$ cat config.mk
export PLATFORM = sky130hd
export DESIGN_NAME = wb_cmd_master
export DESIGN_NICKNAME = d
export VERILOG_FILES = /design/src/rtl/wb_pkg.sv /design/src/rtl/wb_cmd_master.sv
export SDC_FILE = /design/constraint.sdc
export NUM_CORES = 1
export LEC_CHECK = 0
export ABC_CLOCK_PERIOD_IN_PS = 1900
export CAP_MARGIN = 20
export CORE_ASPECT_RATIO = 0.8
export CORE_MARGIN = 4
export CORE_UTILIZATION = 23
export CTS_CLUSTER_DIAMETER = 100
export DETAILED_ROUTE_END_ITERATION = 8
export GPL_TIMING_DRIVEN = 0
export SLEW_MARGIN = 25
export SYNTH_ARGS = -nofsm -noshare
export SYNTH_HDL_FRONTEND = slang
export SYNTH_SLANG_ARGS = --single-unit
$ cat constraint.sdc
create_clock -name wb_clk_i -period 1.9 [get_ports wb_clk_i]
set_clock_uncertainty 0.15 [all_clocks]
set_input_delay 0.38 -clock wb_clk_i [delete_from_list [all_inputs] [get_ports wb_clk_i]]
set_output_delay 0.38 -clock wb_clk_i [all_outputs]
set_load 0.02 [all_outputs]
$ cat src/rtl/wb_pkg.sv
// Shared Wishbone master definitions: FSM state encoding, default bus widths
// and the sizing helper for the ACK timeout counter.
package wb_pkg;

    localparam int unsigned WB_ADDR_W = 32;
    localparam int unsigned WB_DATA_W = 32;

    typedef enum logic [1:0] {
        ST_IDLE = 2'd0,
        ST_BUS  = 2'd1,
        ST_RESP = 2'd2
    } wb_state_e;

    // Bits needed to count 0..cycles inclusive.
    function automatic int unsigned tmo_cnt_w(input int unsigned cycles);
        return $clog2(cycles + 1);
    endfunction

endpackage

$ cat src/rtl/wb_cmd_master.sv
// Wishbone classic single-transfer master. Each command accepted on the
// valid/ready command stream becomes one CYC/STB cycle; the read data (or a
// timeout flag when the slave never ACKs) returns on the response stream.
// One transfer is outstanding at most.
// Optional: define WB_CMD_MASTER_STATS_EN to add the 16-bit ACK/timeout
// event counters stat_txn_o and stat_tmo_o.
module wb_cmd_master
    import wb_pkg::*;
#(
    parameter int unsigned ADDR_WIDTH     = WB_ADDR_W,
    parameter int unsigned DATA_WIDTH     = WB_DATA_W,
    parameter int unsigned SEL_WIDTH      = DATA_WIDTH / 8,
    parameter int unsigned TIMEOUT_CYCLES = 255
) (
    input  logic                  wb_clk_i,
    input  logic                  wb_rst_i,
    input  logic                  cmd_valid_i,
    output logic                  cmd_ready_o,
    input  logic                  cmd_we_i,
    input  logic [ADDR_WIDTH-1:0] cmd_adr_i,
    input  logic [DATA_WIDTH-1:0] cmd_dat_i,
    input  logic [SEL_WIDTH-1:0]  cmd_sel_i,
    output logic                  rsp_valid_o,
    input  logic                  rsp_ready_i,
    output logic [DATA_WIDTH-1:0] rsp_dat_o,
    output logic                  rsp_timeout_o,
    output logic                  wbm_cyc_o,
    output logic                  wbm_stb_o,
    output logic                  wbm_we_o,
    output logic [SEL_WIDTH-1:0]  wbm_sel_o,
    output logic [ADDR_WIDTH-1:0] wbm_adr_o,
    output logic [DATA_WIDTH-1:0] wbm_dat_o,
    input  logic                  wbm_ack_i,
    input  logic [DATA_WIDTH-1:0] wbm_dat_i
`ifdef WB_CMD_MASTER_STATS_EN
    ,
    output logic [15:0]           stat_txn_o,
    output logic [15:0]           stat_tmo_o
`endif
);

    localparam int unsigned          CNT_W    = tmo_cnt_w(TIMEOUT_CYCLES);
    localparam logic [CNT_W-1:0]     CNT_LAST = CNT_W'(TIMEOUT_CYCLES - 1);

    wb_state_e               state_q, state_d;
    logic [CNT_W-1:0]        cnt_q, cnt_d;
    logic                    cmd_ready_q, cmd_ready_d;
    logic                    rsp_valid_q, rsp_valid_d;
    logic [DATA_WIDTH-1:0]   rsp_dat_q, rsp_dat_d;
    logic                    rsp_tmo_q, rsp_tmo_d;
    logic                    cyc_q, cyc_d;
    logic                    stb_q, stb_d;
    logic                    we_q, we_d;
    logic [SEL_WIDTH-1:0]    sel_q, sel_d;
    logic [ADDR_WIDTH-1:0]   adr_q, adr_d;
    logic [DATA_WIDTH-1:0]   dat_q, dat_d;

    // Next-state and next-output logic for the IDLE -> BUS -> RESP cycle.
    always_comb begin
        state_d     = state_q;
        cnt_d       = cnt_q;
        cmd_ready_d = cmd_ready_q;
        rsp_valid_d = rsp_valid_q;
        rsp_dat_d   = rsp_dat_q;
        rsp_tmo_d   = rsp_tmo_q;
        cyc_d       = cyc_q;
        stb_d       = stb_q;
        we_d        = we_q;
        sel_d       = sel_q;
        adr_d       = adr_q;
        dat_d       = dat_q;

        case (state_q)
            ST_IDLE: begin
                cmd_ready_d = 1'b1;
                if (cmd_valid_i && cmd_ready_q) begin
                    we_d        = cmd_we_i;
                    adr_d       = cmd_adr_i;
                    dat_d       = cmd_dat_i;
                    sel_d       = cmd_sel_i;
                    cyc_d       = 1'b1;
                    stb_d       = 1'b1;
                    cnt_d       = '0;
                    cmd_ready_d = 1'b0;
                    state_d     = ST_BUS;
                end
            end
            ST_BUS: begin
                // ACK takes priority over a timeout expiring in the same cycle.
                if (wbm_ack_i) begin
                    cyc_d       = 1'b0;
                    stb_d       = 1'b0;
                    rsp_dat_d   = we_q ? '0 : wbm_dat_i;
                    rsp_tmo_d   = 1'b0;
                    rsp_valid_d = 1'b1;
                    state_d     = ST_RESP;
                end else if (cnt_q == CNT_LAST) begin
                    cyc_d       = 1'b0;
                    stb_d       = 1'b0;
                    rsp_dat_d   = '0;
                    rsp_tmo_d   = 1'b1;
                    rsp_valid_d = 1'b1;
                    state_d     = ST_RESP;
                end else begin
                    cnt_d = cnt_q + CNT_W'(1);
                end
            end
            ST_RESP: begin
                if (rsp_ready_i) begin
                    rsp_valid_d = 1'b0;
                    cmd_ready_d = 1'b1;
                    state_d     = ST_IDLE;
                end
            end
            default: begin
                state_d     = ST_IDLE;
                cmd_ready_d = 1'b1;
                rsp_valid_d = 1'b0;
                cyc_d       = 1'b0;
                stb_d       = 1'b0;
            end
        endcase
    end

    // State and registered-output flops; reset aborts any bus cycle or response.
    always_ff @(posedge wb_clk_i) begin
        if (wb_rst_i) begin
            state_q     <= ST_IDLE;
            cnt_q       <= '0;
            cmd_ready_q <= 1'b1;
            rsp_valid_q <= 1'b0;
            rsp_dat_q   <= '0;
            rsp_tmo_q   <= 1'b0;
            cyc_q       <= 1'b0;
            stb_q       <= 1'b0;
            we_q        <= 1'b0;
            sel_q       <= '0;
            adr_q       <= '0;
            dat_q       <= '0;
        end else begin
            state_q     <= state_d;
            cnt_q       <= cnt_d;
            cmd_ready_q <= cmd_ready_d;
            rsp_valid_q <= rsp_valid_d;
            rsp_dat_q   <= rsp_dat_d;
            rsp_tmo_q   <= rsp_tmo_d;
            cyc_q       <= cyc_d;
            stb_q       <= stb_d;
            we_q        <= we_d;
            sel_q       <= sel_d;
            adr_q       <= adr_d;
            dat_q       <= dat_d;
        end
    end

    assign cmd_ready_o   = cmd_ready_q;
    assign rsp_valid_o   = rsp_valid_q;
    assign rsp_dat_o     = rsp_dat_q;
    assign rsp_timeout_o = rsp_tmo_q;
    assign wbm_cyc_o     = cyc_q;
    assign wbm_stb_o     = stb_q;
    assign wbm_we_o      = we_q;
    assign wbm_sel_o     = sel_q;
    assign wbm_adr_o     = adr_q;
    assign wbm_dat_o     = dat_q;

`ifdef WB_CMD_MASTER_STATS_EN
    logic [15:0] txn_q, txn_d;
    logic [15:0] tmo_q, tmo_d;

    // Count ACK-terminated and timeout-terminated transfers; both wrap.
    always_comb begin
        txn_d = txn_q;
        tmo_d = tmo_q;
        if (state_q == ST_BUS) begin
            if (wbm_ack_i) begin
                txn_d = txn_q + 16'd1;
            end else if (cnt_q == CNT_LAST) begin
                tmo_d = tmo_q + 16'd1;
            end
        end
    end

    // Statistics counter flops.
    always_ff @(posedge wb_clk_i) begin
        if (wb_rst_i) begin
            txn_q <= '0;
            tmo_q <= '0;
        end else begin
            txn_q <= txn_d;
            tmo_q <= tmo_d;
        end
    end

    assign stat_txn_o = txn_q;
    assign stat_tmo_o = tmo_q;
`endif

endmodule

==> results of run 1 <==
[kinds of logic (layout without fill, tap and decap cells)]
| kind of cell | Yosys count | in the layout | share of synthesized area |
|---|---|---|---|
| flops | 115 | 115 | 0.5812 |
| buf+inv | 36 | 279 | 0.03759 |
| simple gates | 170 | 170 | 0.1766 |
| fa+ha+maj | 2 | 2 | 0.006316 |
| compound gates | 126 | 126 | 0.1961 |
| xor+xnor | 1 | 1 | 0.002211 |
[worst register-to-register path, stage by stage, from the launching register on]
cell and delay (ps):
sky130_fd_sc_hd__dfxtp_1 400, sky130_fd_sc_hd__nand4_1 290, sky130_fd_sc_hd__o21bai_2 270, sky130_fd_sc_hd__a21oi_2 130, sky130_fd_sc_hd__clkbuf_4 230, sky130_fd_sc_hd__a22o_1 250
[metal layers]
metal / share of wire / routed length, um
met1: 0.42 / 5876
met2: 0.46 / 6377
met3: 0.11 / 1584
met4: 0.0092 / 128
met5: 0 / 0
[cell type report]
class	instances	area share
plain buffers	32	0.02339
clock buffers	23	0.06821
clock inverters	6	0.01143
inverters	3	0.001607
multi-input cells	299	0.2213
flip-flops and latches	115	0.3291
well taps	220	0.03929
repair buffers	215	0.3057
[power groups by stage]
stage                     Combinational, uW  Sequential [uW]  Clock (uW)
after floorplan                         328             2850           0
after global placement                 1110             2690           0
after detailed placement               1120             2700           0
after CTS                              1080             2650        3150
after global routing                   1180             2660        3250
final                                  1080             2650        3060
[sequential cells by signal, summed over array words and instances (netlist names)]
register,count
wbm_dat_o,32
wbm_stb_o,1
wbm_sel_o,4
rsp_timeout_o,1
cnt_q,8
wbm_adr_o,32
wbm_we_o,1
cmd_ready_o,1
rsp_valid_o,1
rsp_dat_o,32
state_q,2
[stage by stage]
step                  util  std cells
floorplan                -        450
global placement    0.3793        880
detailed placement  0.3793        880
CTS                 0.4100        910
global route        0.4193        913
finish              0.4193        913
[repair_timing]
action / CTS / global route
setup buffers: 2 / 2
resized for setup: 82 / 56
setup endpoints to repair: 118 / 112
cloned: 0 / 1
pin swaps: 1 / 3
[cell usage in the layout, fill, tap and decap left out, drive strengths merged, types with 5 or more instances in the layout]
cell             n
dlymetal6s2s    31
nand2          145
nor2             5
dfxtp          115
a21oi           83
buf             12
clkdlybuf4s50  106
dlygate4sd2     73
a22o            32
clkbuf          48
[worst max-delay path by stage]
stage                  startpoint             to  slack [ps]  depth (start not counted)
floorplan                cnt_q[0]   rsp_dat_o[0]         170                          7
global placement      cmd_valid_i  wbm_adr_o[25]        -500                          6
detailed placement    cmd_valid_i  wbm_adr_o[29]        -580                          6
CTS                 wbm_adr_o[10]  wbm_adr_o[10]         0.4                          1
global route             cnt_q[3]  rsp_dat_o[31]         -40                          5
finish              wbm_adr_o[26]  wbm_adr_o[26]          40                          1
==> metrics, run 1 <==
capture instance of the worst register-to-register path rsp_dat_o[19]; async set or reset register ratio after synthesis 0; synthesized netlist net count approximately 560; die outline height approximately 130 um; Setup violations, final 0; fraction of layout cells with a size suffix above 1 0.08225; ordered list of cells on the worst path clkdlybuf4s50_1; worst reg2reg setup slack 70 ps; diode count 0; area growth from synthesis to layout 76.88%; count of antenna-violating nets left after detailed routing 0; delay of the slowest cell on the worst path 600 ps; combined area of the multi-input logic cells 1550 um2; Detailed Routing Iterations Pass 1 4; number of unique standard cell types used by synthesis 29; filler cell count between 1,500 and 2,000; placed cell area around 6300 um2; effective utilization at floorplan 0.2370; nets 791; pin count of the biggest net entering global routing 20; share of power burned in the clock network 0.451; number of cells on the worst reg-to-reg path 5; start point of the worst min-delay path wbm_dat_o[6]; GR Util All Layers 0.1407; Register Area 2306 um2; dominant cell type by area after synthesis sky130_fd_sc_hd__dfxtp_1; DRC viols 0; Final Critical Period 1864 ps; Yosys top cell area share 0.5812; power per standard cell area 968.8 nW/um2; Worst-Skew Late Latency 410 ps; CTS hold repair buffers 0; Logic pwr share 0.159; clock-pin slew on the worst setup and hold paths about 50 ps; remaining global-route overflow 0; die area 19,400 um2; post-synthesis cell area 3961 um2; final critical-path share of the clock period 0.9809; per-cell via count in the routed design 4.430; maximum net fanout on the critical path 2; Fin. Hold Viols 0; crit path buf inv count 1; Longest Clk Path Bufs 2; Top delay family on crit path buffers and inverters; Total Power Consumption 6788 uW; highest-delay cell along the critical path sky130_fd_sc_hd__clkdlybuf4s50_1; worst hold-check path type reg -> reg; WL per Instance about 15 um; buffers added on ports 210; DRC violation total after the first TritonRoute iteration approximately 170; design internal power 5070 uW; Setup TNS 0 ps; placer congestion estimate ~0.84; sequential element share of the synthesized area 0.5812; ys flop type sky130_fd_sc_hd__dfxtp_1; total vias in the final route 4,045; number of synthesized register bits 115; worst path arrival time 1330 ps; Floorplan Core Area 16,710 um2; most frequent cells after synthesis sky130_fd_sc_hd__nand2_1 (145), sky130_fd_sc_hd__dfxtp_1 (115), sky130_fd_sc_hd__a21oi_1 (83); floorplan die width 154.7 um; number of rows in the core area 42; synth top area cells sky130_fd_sc_hd__dfxtp_1 (58%), sky130_fd_sc_hd__nand2_1 (14%), sky130_fd_sc_hd__a21oi_1 (10%); cells after synthesis 450; leakage power 0.003421 uW; total routed wirelength 13,970 um; switching fraction of total power 0.2531; Post-synth EDFFs 0; setup ws final 36.25 ps; Mapped Avg Cell Area between 8 and 9 um2; first-pass GRT wire length 21,670 um; Most Used Layer, Global Route met2; routing usage on met2 0.2238; endpoint type of the worst setup path output port; Clock H-tree levels 4; transition at the pin with the smallest max-transition slack roughly 630 ps; Worst R2R Start cnt_q[3]; destination of the worst hold path wbm_dat_o[6]; count of final max-slew check failures 0; Worst Setup Start Kind flip-flop; setup repair after global routing missed its margin yes; GRT met1 Usage 0.1644; number of sinks driven by the clock tree 115; Critical Path RT 1370 ps; Maximum Capacitance Violations 0; maximum clock frequency 536.6 MHz; most frequent cell after synthesis sky130_fd_sc_hd__nand2_1; hold slack ~300 ps; Warnings, synthesis 0; worst ir drop on vdd 557.1 uV; max_slew headroom 0.5830; Root Buffer sky130_fd_sc_hd__clkbuf_16; number of clock buffers inserted by TritonCTS 17; global-route track usage on met3 0.07599; clock tree from TritonCTS yes; top-level I/O count 212; net switching component of the power 1718 uW; proportion of power drawn by flip-flops and latches 0.390; summed area of non-filler cells in the final layout 7007 um2; critical setup path kind reg -> out; HPWL after DPL 10,310 um; run status finished, final reports clean; initial antenna violation count 0; Hold Path Depth 2; worst slack, placed -579.9 ps; vias in the first global route 4,157
(Power assumes the default switching activity.)
==> inputs of run 2 (changes only) <==
Settings changed: ABC_CLOCK_PERIOD_IN_PS 1900 to default.
==> results of run 2 <==
No change in the layout: final DEF, timing and power equal those of run 1.
